==> src/rtl/prienc_pkg.sv <==
// Shared types and helpers for the multi-match priority iterator.
package prienc_pkg;

    // Upper bound on vector width accepted by the width-parameterised helpers.
    localparam int unsigned MaxWidth = 1024;

    typedef enum logic [0:0] {
        StIdle,
        StScan
    } state_e;

    function automatic logic [MaxWidth-1:0] bit_reverse(input logic [MaxWidth-1:0] v,
                                                        input int unsigned          width);
        logic [MaxWidth-1:0] r;
        r = '0;
        for (int unsigned i = 0; i < MaxWidth; i++) begin
            if (i < width) r[i] = v[width-1-i];
        end
        return r;
    endfunction

    function automatic logic [MaxWidth-1:0] clear_mask(input int unsigned idx);
        logic [MaxWidth-1:0] m;
        m = '0;
        m[idx] = 1'b1;
        return m;
    endfunction

endpackage

==> src/rtl/prienc_iter_if.sv <==
// Match-vector input and index-beat output handshakes of the priority iterator.
interface prienc_iter_if #(
    parameter int unsigned IN_WIDTH = 128
) ();
    localparam int unsigned OUT_WIDTH = $clog2(IN_WIDTH);

    logic                 in_valid;
    logic                 in_ready;
    logic [IN_WIDTH-1:0]  in_req;
    logic                 abort;
    logic                 out_valid;
    logic                 out_ready;
    logic [OUT_WIDTH-1:0] out_idx;
    logic                 out_last;
    logic                 out_none;

    modport master (
        output in_valid, in_req, abort, out_ready,
        input  in_ready, out_valid, out_idx, out_last, out_none
    );

    modport slave (
        input  in_valid, in_req, abort, out_ready,
        output in_ready, out_valid, out_idx, out_last, out_none
    );
endinterface

==> src/rtl/prienc_lsb.sv <==
// Combinational encoder: index of the lowest set bit (0 when none set).
module prienc_lsb #(
    parameter int unsigned WIDTH = 128
) (
    input  logic [WIDTH-1:0]         req_i,
    output logic [$clog2(WIDTH)-1:0] idx_o
);
    localparam int unsigned IdxW = $clog2(WIDTH);

    always_comb begin
        idx_o = '0;
        for (int i = WIDTH - 1; i >= 0; i--) begin
            if (req_i[i]) idx_o = IdxW'(i);
        end
    end
endmodule

==> src/rtl/prienc_iter.sv <==
// Multi-match priority iterator: accepts a match vector and emits each set-bit index
// one beat per cycle in priority order, flagging the last beat and all-zero vectors.
module prienc_iter
    import prienc_pkg::*;
#(
    parameter int unsigned IN_WIDTH  = 128,
    parameter bit          MSB_FIRST = 1'b0
) (
    input  logic         clk,
    input  logic         rst,
    prienc_iter_if.slave bus
);
    localparam int unsigned OUT_WIDTH = $clog2(IN_WIDTH);

    state_e               state_q, state_d;
    logic [IN_WIDTH-1:0]  pending_q, pending_d;
    logic                 zero_q, zero_d;

    logic [MaxWidth-1:0]  rev_full;
    logic [MaxWidth-1:0]  mask_full;
    logic [IN_WIDTH-1:0]  enc_in;
    logic [OUT_WIDTH-1:0] lsb_idx;
    logic [OUT_WIDTH-1:0] enc_idx;
    logic                 scan;
    logic                 last;
    logic                 fire;
    logic                 ready;

    // MSB-first reuses the LSB encoder on the reversed vector.
    always_comb begin
        rev_full = bit_reverse(MaxWidth'(pending_q), IN_WIDTH);
        enc_in   = MSB_FIRST ? rev_full[IN_WIDTH-1:0] : pending_q;
        enc_idx  = MSB_FIRST ? OUT_WIDTH'(IN_WIDTH - 1) - lsb_idx : lsb_idx;
    end

    prienc_lsb #(
        .WIDTH (IN_WIDTH)
    ) u_lsb (
        .req_i (enc_in),
        .idx_o (lsb_idx)
    );

    always_ff @(posedge clk) begin
        if (rst) begin
            state_q   <= StIdle;
            pending_q <= '0;
            zero_q    <= 1'b0;
        end else begin
            state_q   <= state_d;
            pending_q <= pending_d;
            zero_q    <= zero_d;
        end
    end

    always_comb begin
        state_d   = state_q;
        pending_d = pending_q;
        zero_d    = zero_q;
        mask_full = clear_mask(32'(bus.out_idx));
        if (bus.abort) begin
            state_d   = StIdle;
            pending_d = '0;
            zero_d    = 1'b0;
        end else if (bus.in_valid && ready) begin
            state_d   = StScan;
            pending_d = bus.in_req;
            zero_d    = (bus.in_req == '0);
        end else if (fire) begin
            if (last) begin
                state_d   = StIdle;
                pending_d = '0;
                zero_d    = 1'b0;
            end else begin
                pending_d = pending_q & ~mask_full[IN_WIDTH-1:0];
            end
        end
    end

    always_comb begin
        scan          = (state_q == StScan);
        last          = scan && (zero_q || ((pending_q & (pending_q - 1'b1)) == '0));
        fire          = scan && bus.out_ready;
        ready         = !bus.abort && (!scan || (fire && last));
        bus.in_ready  = ready;
        bus.out_valid = scan;
        bus.out_idx   = (scan && !zero_q) ? enc_idx : '0;
        bus.out_last  = last;
        bus.out_none  = scan && zero_q;
    end
endmodule

==> src/flat_wrapper.sv <==
// flat-port wrapper written by rule: the top's interface ports become plain ports
module prienc_iter_flat import prienc_pkg::*;
#(
    parameter int unsigned IN_WIDTH  = 128,
    parameter bit          MSB_FIRST = 1'b0
)
  (clk, rst, bus_in_valid, bus_in_req, bus_abort, bus_out_ready, bus_in_ready, bus_out_valid, bus_out_idx, bus_out_last, bus_out_none);
  prienc_iter_if #(.IN_WIDTH(IN_WIDTH)) bus_i ();
  input  logic clk;
  input  logic rst;
  input wire logic [$bits(bus_i.in_valid)-1:0] bus_in_valid;
  input wire logic [$bits(bus_i.in_req)-1:0] bus_in_req;
  input wire logic [$bits(bus_i.abort)-1:0] bus_abort;
  input wire logic [$bits(bus_i.out_ready)-1:0] bus_out_ready;
  output wire logic [$bits(bus_i.in_ready)-1:0] bus_in_ready;
  output wire logic [$bits(bus_i.out_valid)-1:0] bus_out_valid;
  output wire logic [$bits(bus_i.out_idx)-1:0] bus_out_idx;
  output wire logic [$bits(bus_i.out_last)-1:0] bus_out_last;
  output wire logic [$bits(bus_i.out_none)-1:0] bus_out_none;
  assign bus_i.in_valid = bus_in_valid;
  assign bus_i.in_req = bus_in_req;
  assign bus_i.abort = bus_abort;
  assign bus_i.out_ready = bus_out_ready;
  assign bus_in_ready = bus_i.in_ready;
  assign bus_out_valid = bus_i.out_valid;
  assign bus_out_idx = bus_i.out_idx;
  assign bus_out_last = bus_i.out_last;
  assign bus_out_none = bus_i.out_none;
  prienc_iter #(.IN_WIDTH(IN_WIDTH), .MSB_FIRST(MSB_FIRST)) u_core (.clk(clk), .rst(rst), .bus(bus_i));
endmodule
==> config.mk <==
export PLATFORM = sky130hd
export DESIGN_NAME = prienc_iter_flat
export DESIGN_NICKNAME = d
export VERILOG_FILES = /design/src/rtl/prienc_pkg.sv /design/src/rtl/prienc_iter_if.sv /design/src/rtl/prienc_lsb.sv /design/src/rtl/prienc_iter.sv /design/src/flat_wrapper.sv
export SDC_FILE = /design/constraint.sdc
export NUM_CORES = 1
export LEC_CHECK = 0
export ABC_AREA = 1
export CAP_MARGIN = 20
export CORE_MARGIN = 4
export CORE_UTILIZATION = 40
export CTS_CLUSTER_SIZE = 10
export DETAILED_ROUTE_END_ITERATION = 8
export HOLD_SLACK_MARGIN = 0.08
export SYNTH_ARGS = -nofsm -noshare
export SYNTH_HDL_FRONTEND = slang
export SYNTH_SLANG_ARGS = --single-unit
==> constraint.sdc <==
create_clock -name clk -period 13.92 [get_ports clk]
set_clock_uncertainty 0.05 [all_clocks]
set_input_delay 4.176 -clock clk [delete_from_list [all_inputs] [get_ports clk]]
set_output_delay 4.176 -clock clk [all_outputs]
set_load 0.05 [all_outputs]
Word level (Yosys, flattened, before mapping):

Cells that the tools add are included.

* bits in registers: 130
* bits of input ports: 133
* output and inout bits: 11
* word-level logic and storage cells: 166

* add/subtract/negate cells: 1
* order comparisons: 2
* multiplexer cells: 138
* bitwise gates (word level): 3
* reductions and logical operators: 19

Operators with widths (count)
* $mux W7: 129
* $mux W128: 3
* $and A128 B128 Y128: 2
* $logic_not A128 Y1: 2
* $not A128 Y128: 1
* $sub A128 B1 Y128 const B: 1
* $lt A7 B11 Y1 const B: 1
* $logic_and A1 B1 Y1: 8
* $demux W1 S7: 1
* $ge A7 B1 Y1 const B: 1
* $mux W1: 5
* $reduce_bool A2 Y1: 2
* $logic_not A1 Y1: 3
* $logic_or A1 B1 Y1: 2
* $reduce_and A2 Y1: 1
* $reduce_or A2 Y1: 1

Longest topological paths before layout:

Gate-level depths: netlist of run 1.

* depth after elaboration: 138
* gate-level depth with buffers: 132
* depth with buffers taken out: 131

Cells and area by module:

From an unflattened synthesis of run 1, not the netlist that was laid out.

* cells, all modules: 2776
* area total of the unflattened synthesis: 15142.0 um^2

Modules (own cells, without submodules)
* prienc_iter: times used 1, cells an instance 2302, area each 12410.7 um^2, seq. area each 2602.5 um^2
* prienc_lsb: times used 1, cells an instance 474, area each 2731.4 um^2, seq. area each 0.0 um^2

Worst setup path before layout of run 1:

No wires, ideal clock.

* kind: flip-flop to output port
* start: reg u_core.pending_q[126], in the netlist u_core.enc_in[126]
* end: out bus_out_idx[0]
* arrival time: 6233 ps
* data required time: 9694 ps
* setup slack: 3461 ps
* stages on the path, launching flop included: 131
* buffers on the path: 1
* cells stage by stage: dfxtp_1 -> inv_2 -> nand2_1 -> nand2_1 -> nand2_1 -> nand2_1 -> nand2_1 -> nand2_1 -> nand2_1 -> nand2_1 -> nand2_1 -> nand2_1 -> nand2_1 -> nand2_1 -> nand2_1 -> nand2_1 -> nand2_1 -> nand2_1 -> [95 not listed] -> nand2_1 -> nand2_1 -> nand2_1 -> nand2_1 -> nand2_1 -> nand2_1 -> nand2_1 -> nand2_1 -> nand2_1 -> nand2_1 -> nand2_1 -> nand2_1 -> nand2_1 -> nand2_2 -> nand2_8 -> nand2_8 -> buf_8 -> inv_2

* cells in the longest elaborated chain, start to end: 128

Ends and longest elaborated chain
* start: declaration: line prienc_iter.sv:16 `logic [IN_WIDTH-1:0] pending_q, pending_d;`
* start signal: assignment: line prienc_iter.sv:50 `pending_q <= pending_d;`
* $mux W7 (127 in a row): line prienc_lsb.sv:13 `if (req_i[i]) idx_o = IdxW'(i);`
* $mux W7: line prienc_iter.sv:86 `bus.out_idx = (scan && !zero_q) ? enc_idx : '0;`
* end: declaration: line flat_wrapper.sv:17 `output wire logic [$bits(bus_i.out_idx)-1:0] bus_out_idx;`

No other way between the ends.

Worst setup path after layout of run 1:

* start: reg u_core.pending_q[127], in the netlist u_core.enc_in[127]
* end: out bus_out_idx[0]

* cells in the longest elaborated chain, start to end: 129

Ends and longest elaborated chain (line)
* $mux W7 (128 in a row): prienc_lsb.sv:13
* $mux W7: prienc_iter.sv:86

No other way between the ends.

==> results of run 1 <==
## area by class of cell
class	count	area (sq um)	area share, %
multi-input cells	1567	7320	49.5
flip-flops and latches	130	2600	17.6
inverters	461	2190	14.8
repair buffers	154	1560	10.6
well taps	396	495	3.35
clock buffers	22	484	3.27
clock inverters	10	130	0.880
## power by group
group | leakage [nW] | internal [mW] | switching, mW | total (mW)
Combinational | 5.06 | 0.131 | 0.257 | 0.388
Clock | 0.302 | 0.299 | 0.191 | 0.491
Sequential | 1.05 | 0.380 | 0.00877 | 0.389
Total | 6.42 | 0.811 | 0.457 | 1.27
## worst max-delay path, delay by kind of cell (launching register included)
| family | cells | cell delay, ps |
|---|---|---|
| buffers and inverters | 2 | 450 |
| and+or+nand+nor | 127 | 6660 |
| DFF | 1 | 430 |
## layout by cell type, fill, tap and decap left out, drive strengths merged
master	n
nor2	410
nand3b	1
nand4	98
a221o	1
a311oi	1
bufinv	36
clkbuf	22
and3	1
a31oi	4
or4	1
o31ai	6
a21oi	166
clkinvlp	2
clkdlybuf4s50	142
clkinv	11
dfxtp	130
o221ai	1
o21ai	187
nor3	40
inv	422
a41oi	1
nor4	49
a21boi	2
nand3	86
dlymetal6s2s	1
o2111ai	11
o22ai	8
o41ai	5
a2111oi	3
a2111o	3
buf	11
nand2	482
## state kept, by name (all words and copies together), names as in the netlist
signal,count
u_core.enc_in,128
u_core.bus.out_valid,1
u_core.zero_q,1
## routing by layer
metal | wire, um | global-route usage [%]
met1 | 21400 | 36.5
met2 | 20900 | 43.1
met3 | 2970 | 3.58
met4 | 860 | 6.79
met5 | 0 | 0
## stage by stage
step                      setup slack [ps]  instance area (sq um)  hold WS [ps]  utilization (%)
after floorplan                       3460                  12700           494                -
after global placement                1710                  14100           516             45.6
after detailed placement              1720                  14100           540             45.7
after CTS                             1220                  14700           550             47.7
after global routing                   284                  14800           580             47.8
final                                 1660                  14800           556             47.8
## synthesized netlist by cell type, types with 9 or more instances
library cell                    instances  area share, %
sky130_fd_sc_hd__nand2_1              478             14
sky130_fd_sc_hd__inv_1                377             11
sky130_fd_sc_hd__o2111ai_1             11           0.76
sky130_fd_sc_hd__o21ai_0              166            6.6
sky130_fd_sc_hd__dlygate4sd3_1          9           0.71
sky130_fd_sc_hd__dfxtp_1              130             21
sky130_fd_sc_hd__nor4_1                49            2.4
sky130_fd_sc_hd__dlygate4sd1_1         18            1.2
sky130_fd_sc_hd__nand4_1               98            4.8
sky130_fd_sc_hd__nor3_1                40            1.6
sky130_fd_sc_hd__nand3_1               86            3.4
sky130_fd_sc_hd__a21oi_2               51            3.5
sky130_fd_sc_hd__inv_2                 46            1.4
sky130_fd_sc_hd__o21ai_1               21           0.83
sky130_fd_sc_hd__bufinv_8              33            4.6
sky130_fd_sc_hd__nor2_1               409             12
sky130_fd_sc_hd__a21oi_1              115            4.5
sky130_fd_sc_hd__clkbuf_1              41            1.2
## final timing paths
kind	start	end	slack [ps]
setup / recovery	u_core.enc_in[127]	bus_out_idx[0]	1660
hold / removal	u_core.enc_in[126]	u_core.enc_in[126]	560
setup reg to reg	u_core.enc_in[126]	u_core.enc_in[116]	5500
hold reg to reg	u_core.enc_in[126]	u_core.enc_in[126]	560
## logic make-up after synthesis
kind of cell           synth area share, %
buffers and inverters                 21.9
AO/OA/AOI/OAI                         18.4
AND/OR/NAND/NOR                       39.1
flip-flops                            20.6
==> out/summary.txt, run 1 <==
Initial cell density of the core - 41.0%
Synthesis-to-finish area growth - 16.8%
Post-layout instance count excluding filler cells - 2740
Number of remaining DRC errors - 0
Worst hold path cell count - 4
Sink Count - 130
Number of global-route vias before repair - 13.7k
Total design power - 1.27 mW
Worst vdd ir - 0.0918 mV
Cell mode on critical path - sky130_fd_sc_hd__nand2_1
# setup viols final - 0
Total clock buffers created by CTS - 17
Final worst-path cycle share - 88.1%
Worst stage delay on the critical path - 430 ps
Number of antenna violations at the first check in global routing - 0
Net count of the mapped netlist - 2376
Post-synthesis instance area - 0.0127 sq mm
Number of port buffers - 143
Sequential area share after synthesis - 20.6%
Number of vias in the routed layout - 14.5k
First-pass iteration count of the detailed router - 5
Min-Delay Path Class - flop to flop
Setup TNS after final layout - 0 ps
CP Launch Type - flop
Overall overflow remaining after global route - 0
Number of diodes added for antenna fixing - 0
Max Cap Violations - 0
Yosys warnings - 0
Slew margin rel. - 21.9%
Via density - 5.29
Detailed placer's ending HPWL - 32.7 mm
Routed wire length - 46.2 mm
Highest attainable clock frequency - 0.0815 GHz
Clock tree from TritonCTS - yes
Root Buffer Master - sky130_fd_sc_hd__clkbuf_16
Kind of critical path - flop to output port
Minimum period implied by the final worst setup slack - 12260 ps
Count of final hold-check violations - 0
Run status - complete, no violations
Die Area - 0.0346 sq mm
Highest-delay cell along the critical path - sky130_fd_sc_hd__dfxtp_1
Cell Count Post-Placement - 2705
Antenna-violating nets left - 0
Slew Limit Fails - 0
Latest clock arrival within the worst-skew pair - 440 ps
Routability congestion estimate from global placement - 0.950
Total power per unit cell area - 85.7 mW/mm^2
PostCTS Resize Cnt - 0
Buffers inserted by post-CTS timing repair - 0
Top FF cell, synth - sky130_fd_sc_hd__dfxtp_1
Layout cell share with drive strength beyond 1 - 7.76%
Number of register bits inferred by synthesis - 130
Highest net fanout along the worst path - 32
CTS H-tree lvls - 4
Count of flip-flops with a built-in enable after synthesis - 0
Global-route wire length before repair - 73.1 mm
Clock Path Buffers - 2
Transition at the pin with the smallest max-transition slack - 1170 ps
WL per Instance - 16.9 um
Number of violations reported at the end of detailed-routing iteration 0 - 1236
Mean instance size in the synthesized netlist - 5.64 sq um
Count of mapped cells out of synthesis - 2243
Endpoint kind of the worst setup timing path - output port
Length in cells of the worst reg-to-reg path - 132
Reported leakage power - 6.42 nW
Area inside the core boundary - 0.0309 sq mm
Share of flip-flops with an asynchronous set or reset - 0%
Unrepaired setup endpoints after global routing - false
Critical path data required time - 9690 ps
Data arrival, critical path - 8040 ps
Count of cell types in the netlist - 42
Clock slew seen by the registers of the worst setup and hold paths - 60 ps
Rows - 64
Overall track demand over capacity in global routing - 26.3%
Vert. Die Dim - 186 um
# nets final - 2464
IO Pins - 144
Die width - 186 um
Count of hold buffers inserted by post-cts repair - 0
Largest net degree at the start of global routing - 87
Number of fill cells in the layout - 3382
Note: power is estimated with default switching activity, not from simulation.
==> run 2: changes to the inputs <==
- GPL_ROUTABILITY_DRIVEN: not set -> 0
==> run 2 against run 1 <==
Net effect:
- flip-flop and latch count unchanged
- non-clock buffer count up 1
- register-to-register slack worse by 50 ps
- combinational power about the same
- core utilization unchanged
- clock-buffer cell count down 3
- worst setup slack worse by 280 ps
- sequential share of layout area unchanged
- total power down 1.6%
- critical endpoint unchanged
- largest cell class unchanged
==> out/summary.txt, run 2 (same netlist as run 1, synthesis figures left out) <==
Reported leakage power - 6.40 nW (-0.31%)
Number of antenna violations at the first check in global routing - 0 (unchanged)
Fraction of power consumed by sequential logic - 31.2% (+0.5 points)
Transition at the pin with the smallest max-transition slack - 1160 ps (-9.61 ps)
Count of final hold-check violations - 0 (unchanged)
Area inside the core boundary - 0.0309 sq mm (unchanged)
Routed wire length - 45.8 mm (-0.79%)
Detailed placer's ending HPWL - 32.1 mm (-1.6%)
Reg2reg start - u_core.enc_in[126]
Antenna-violating nets left - 0 (unchanged)
CTS H-tree lvls - 4 (unchanged)
Setup TNS after final layout - 0 ps (unchanged)
Largest net degree at the start of global routing - 96 (+10%)
Worst stage delay on the critical path - 430 ps (about the same)
Max Cap Violations - 0 (unchanged)
Die Area - 0.0346 sq mm (unchanged)
Top routing layer used - met4
Overall track demand over capacity in global routing - 26.0% (-0.30 points)
Amount of wire on met2 after detailed routing - 21.3 mm (+1.9%)
Worst hold path cell count - 4 (unchanged)
Slew Limit Fails - 0 (unchanged)
Number of violations reported at the end of detailed-routing iteration 0 - 1434 (+16%)
# nets final - 2465 (+0.041%)
Worst vdd ir - 0.0806 mV (-12%)
Root Buffer Master - sky130_fd_sc_hd__clkbuf_16
Rows - 64 (unchanged)
Hold Crit Endpoint - u_core.enc_in[125]
Number of fill cells in the layout - 3318 (-1.9%)
Clock slew seen by the registers of the worst setup and hold paths - 60 ps (about the same)
Length in cells of the worst reg-to-reg path - 132 (unchanged)
Global-route wire length before repair - 72.6 mm (-0.64%)
Layout cell share with drive strength beyond 1 - 7.81% (+0.043 points)
Highest attainable clock frequency - 0.0798 GHz (-2.2%)
Util after Layout - 47.8% (unchanged)
Endpoint kind of the worst setup timing path - output port
IO Pins - 144 (unchanged)
Total power per unit cell area - 84.3 mW/mm^2 (-1.6%)
Sink Count - 130 (unchanged)
Number of global-route vias before repair - 13.8k (+0.63%)
Int Pwr - 784 uW (-3.3%)
Area occupied by multi-input gates - 0.00732 sq mm (unchanged)
Gate power share - 31.2% (+0.6 points)
Latest clock arrival within the worst-skew pair - 430 ps (about the same)
Kind of critical path - flop to output port
Internal reg-to-reg setup slack - 5450 ps (-50 ps)
Final worst-path cycle share - 90.1% (+2.0 points)
Number of diodes added for antenna fixing - 0 (unchanged)
Run status - complete, no violations
Initial cell density of the core - 41.0% (unchanged)
First-pass iteration count of the detailed router - 6 (+1)
Data arrival, critical path - 8310 ps (+270 ps)
Startpoint of the tightest hold check path - u_core.enc_in[125]
Critical path data required time - 9690 ps (about the same)
Min-Delay Path Class - flop to flop
Total met3 wirelength after detailed routing - 2.89 mm (-2.9%)
WL per Instance - 16.7 um (-0.79%)
Minimum period implied by the final worst setup slack - 12540 ps (+276 ps)
Vert. Die Dim - 186 um (unchanged)
Number of vias in the routed layout - 14.5k (+0.39%)
# setup viols final - 0 (unchanged)
Unrepaired setup endpoints after global routing - false
Switching component of the power - 463 uW (+1.3%)
Worst path buffer plus inverter count - 2 (unchanged)
Clock tree from TritonCTS - yes
Number of remaining DRC errors - 0 (unchanged)
Net Sw Frac - 37.1% (+1.1 points)
Highest net fanout along the worst path - 32 (unchanged)
Number of port buffers - 143 (unchanged)
Max reg flops - 128 (unchanged)
Total clock buffers created by CTS - 17 (unchanged)
Overall overflow remaining after global route - 0 (unchanged)
Highest-delay cell along the critical path - sky130_fd_sc_hd__dfxtp_1
Most used cells in the layout excluding fill and tap cells - sky130_fd_sc_hd__nand2_1 (477), sky130_fd_sc_hd__nor2_1 (406), sky130_fd_sc_hd__inv_1 (375)
Via density - 5.31 (+0.39%)
Footprint of the flip-flops and latches - 0.00260 sq mm (unchanged)
Die width - 186 um (unchanged)
Met1 wire length - 20.9 mm (-2.5%)
Most common cell after layout, fill and taps aside - sky130_fd_sc_hd__nand2_1
Gate family responsible for the most delay along the worst path - simple AND/OR/NAND/NOR gates
Clock Path Buffers - 2 (unchanged)
Slew margin rel. - 22.7% (+0.83 points)
CP Launch Type - flop
Clk pwr share - 37.6% (-1.1 points)
Synthesis-to-finish area growth - 16.8% (unchanged)
End of the worst register-to-register path - u_core.enc_in[88]
Cell mode on critical path - sky130_fd_sc_hd__nand2_1
Buffers inserted by post-CTS timing repair - 0 (unchanged)
run 2: worst max path at each step:
stage,from,endpoint,depth (start not counted)
CTS,u_core.enc_in[127],bus_out_idx[0],129
floorplan,u_core.enc_in[126],bus_out_idx[0],130
global route,u_core.enc_in[127],bus_out_idx[0],129
detailed placement,u_core.enc_in[127],bus_out_idx[0],129
finish,u_core.enc_in[127],bus_out_idx[0],129
global placement,u_core.enc_in[127],bus_out_idx[0],129
run 2: timing repair:
item                       CTS  global route
setup endpoints to repair    0             1
hold buffers                 0             0
resized for setup            0             1
run 2: power groups by stage:
stage	clock network (mW)	registers, mW	logic, mW
after floorplan	0	0.394	0.256
after global placement	0	0.397	0.373
after detailed placement	0	0.397	0.373
after CTS	0.472	0.389	0.376
after global routing	0.487	0.390	0.432
final	0.469	0.389	0.389
run 2: tightest hold or removal path: stages, from the launching register on:
cell and delay, ps:
sky130_fd_sc_hd__dfxtp_1 330, sky130_fd_sc_hd__inv_2 60, sky130_fd_sc_hd__nor2_1 40, sky130_fd_sc_hd__nand2_1 50
sky130_fd_sc_hd__a21oi_1 50
run 2: per-layer routing:
metal / track usage (%) / vias up
met4: 6.62 / 0
li1: - / 7335
met1: 35.6 / 6681
met5: 0 / -
met3: 2.42 / 46
met2: 44.1 / 484
run 2: metrics by stage:
stage	std cells	setup WS (ps)	area, sq um	hold slack (ps)	total power [mW]
after detailed placement	2704	1440	14100	526	0.770
final	2740	1380	14800	534	1.25
after global placement	2704	1440	14100	512	0.769
after CTS	2735	901	14700	535	1.24
after global routing	2740	95.1	14800	567	1.31
after floorplan	2243	3460	12700	494	0.651
run 2: final cells by class:
cell class,count,share of cell area [%]
timing repair buffer,155,10.7
clock buffer,19,3.06
clock inverter,12,0.905
sequential,130,17.6
multi-input combinational,1567,49.5
inverter,461,14.8
tap,396,3.35
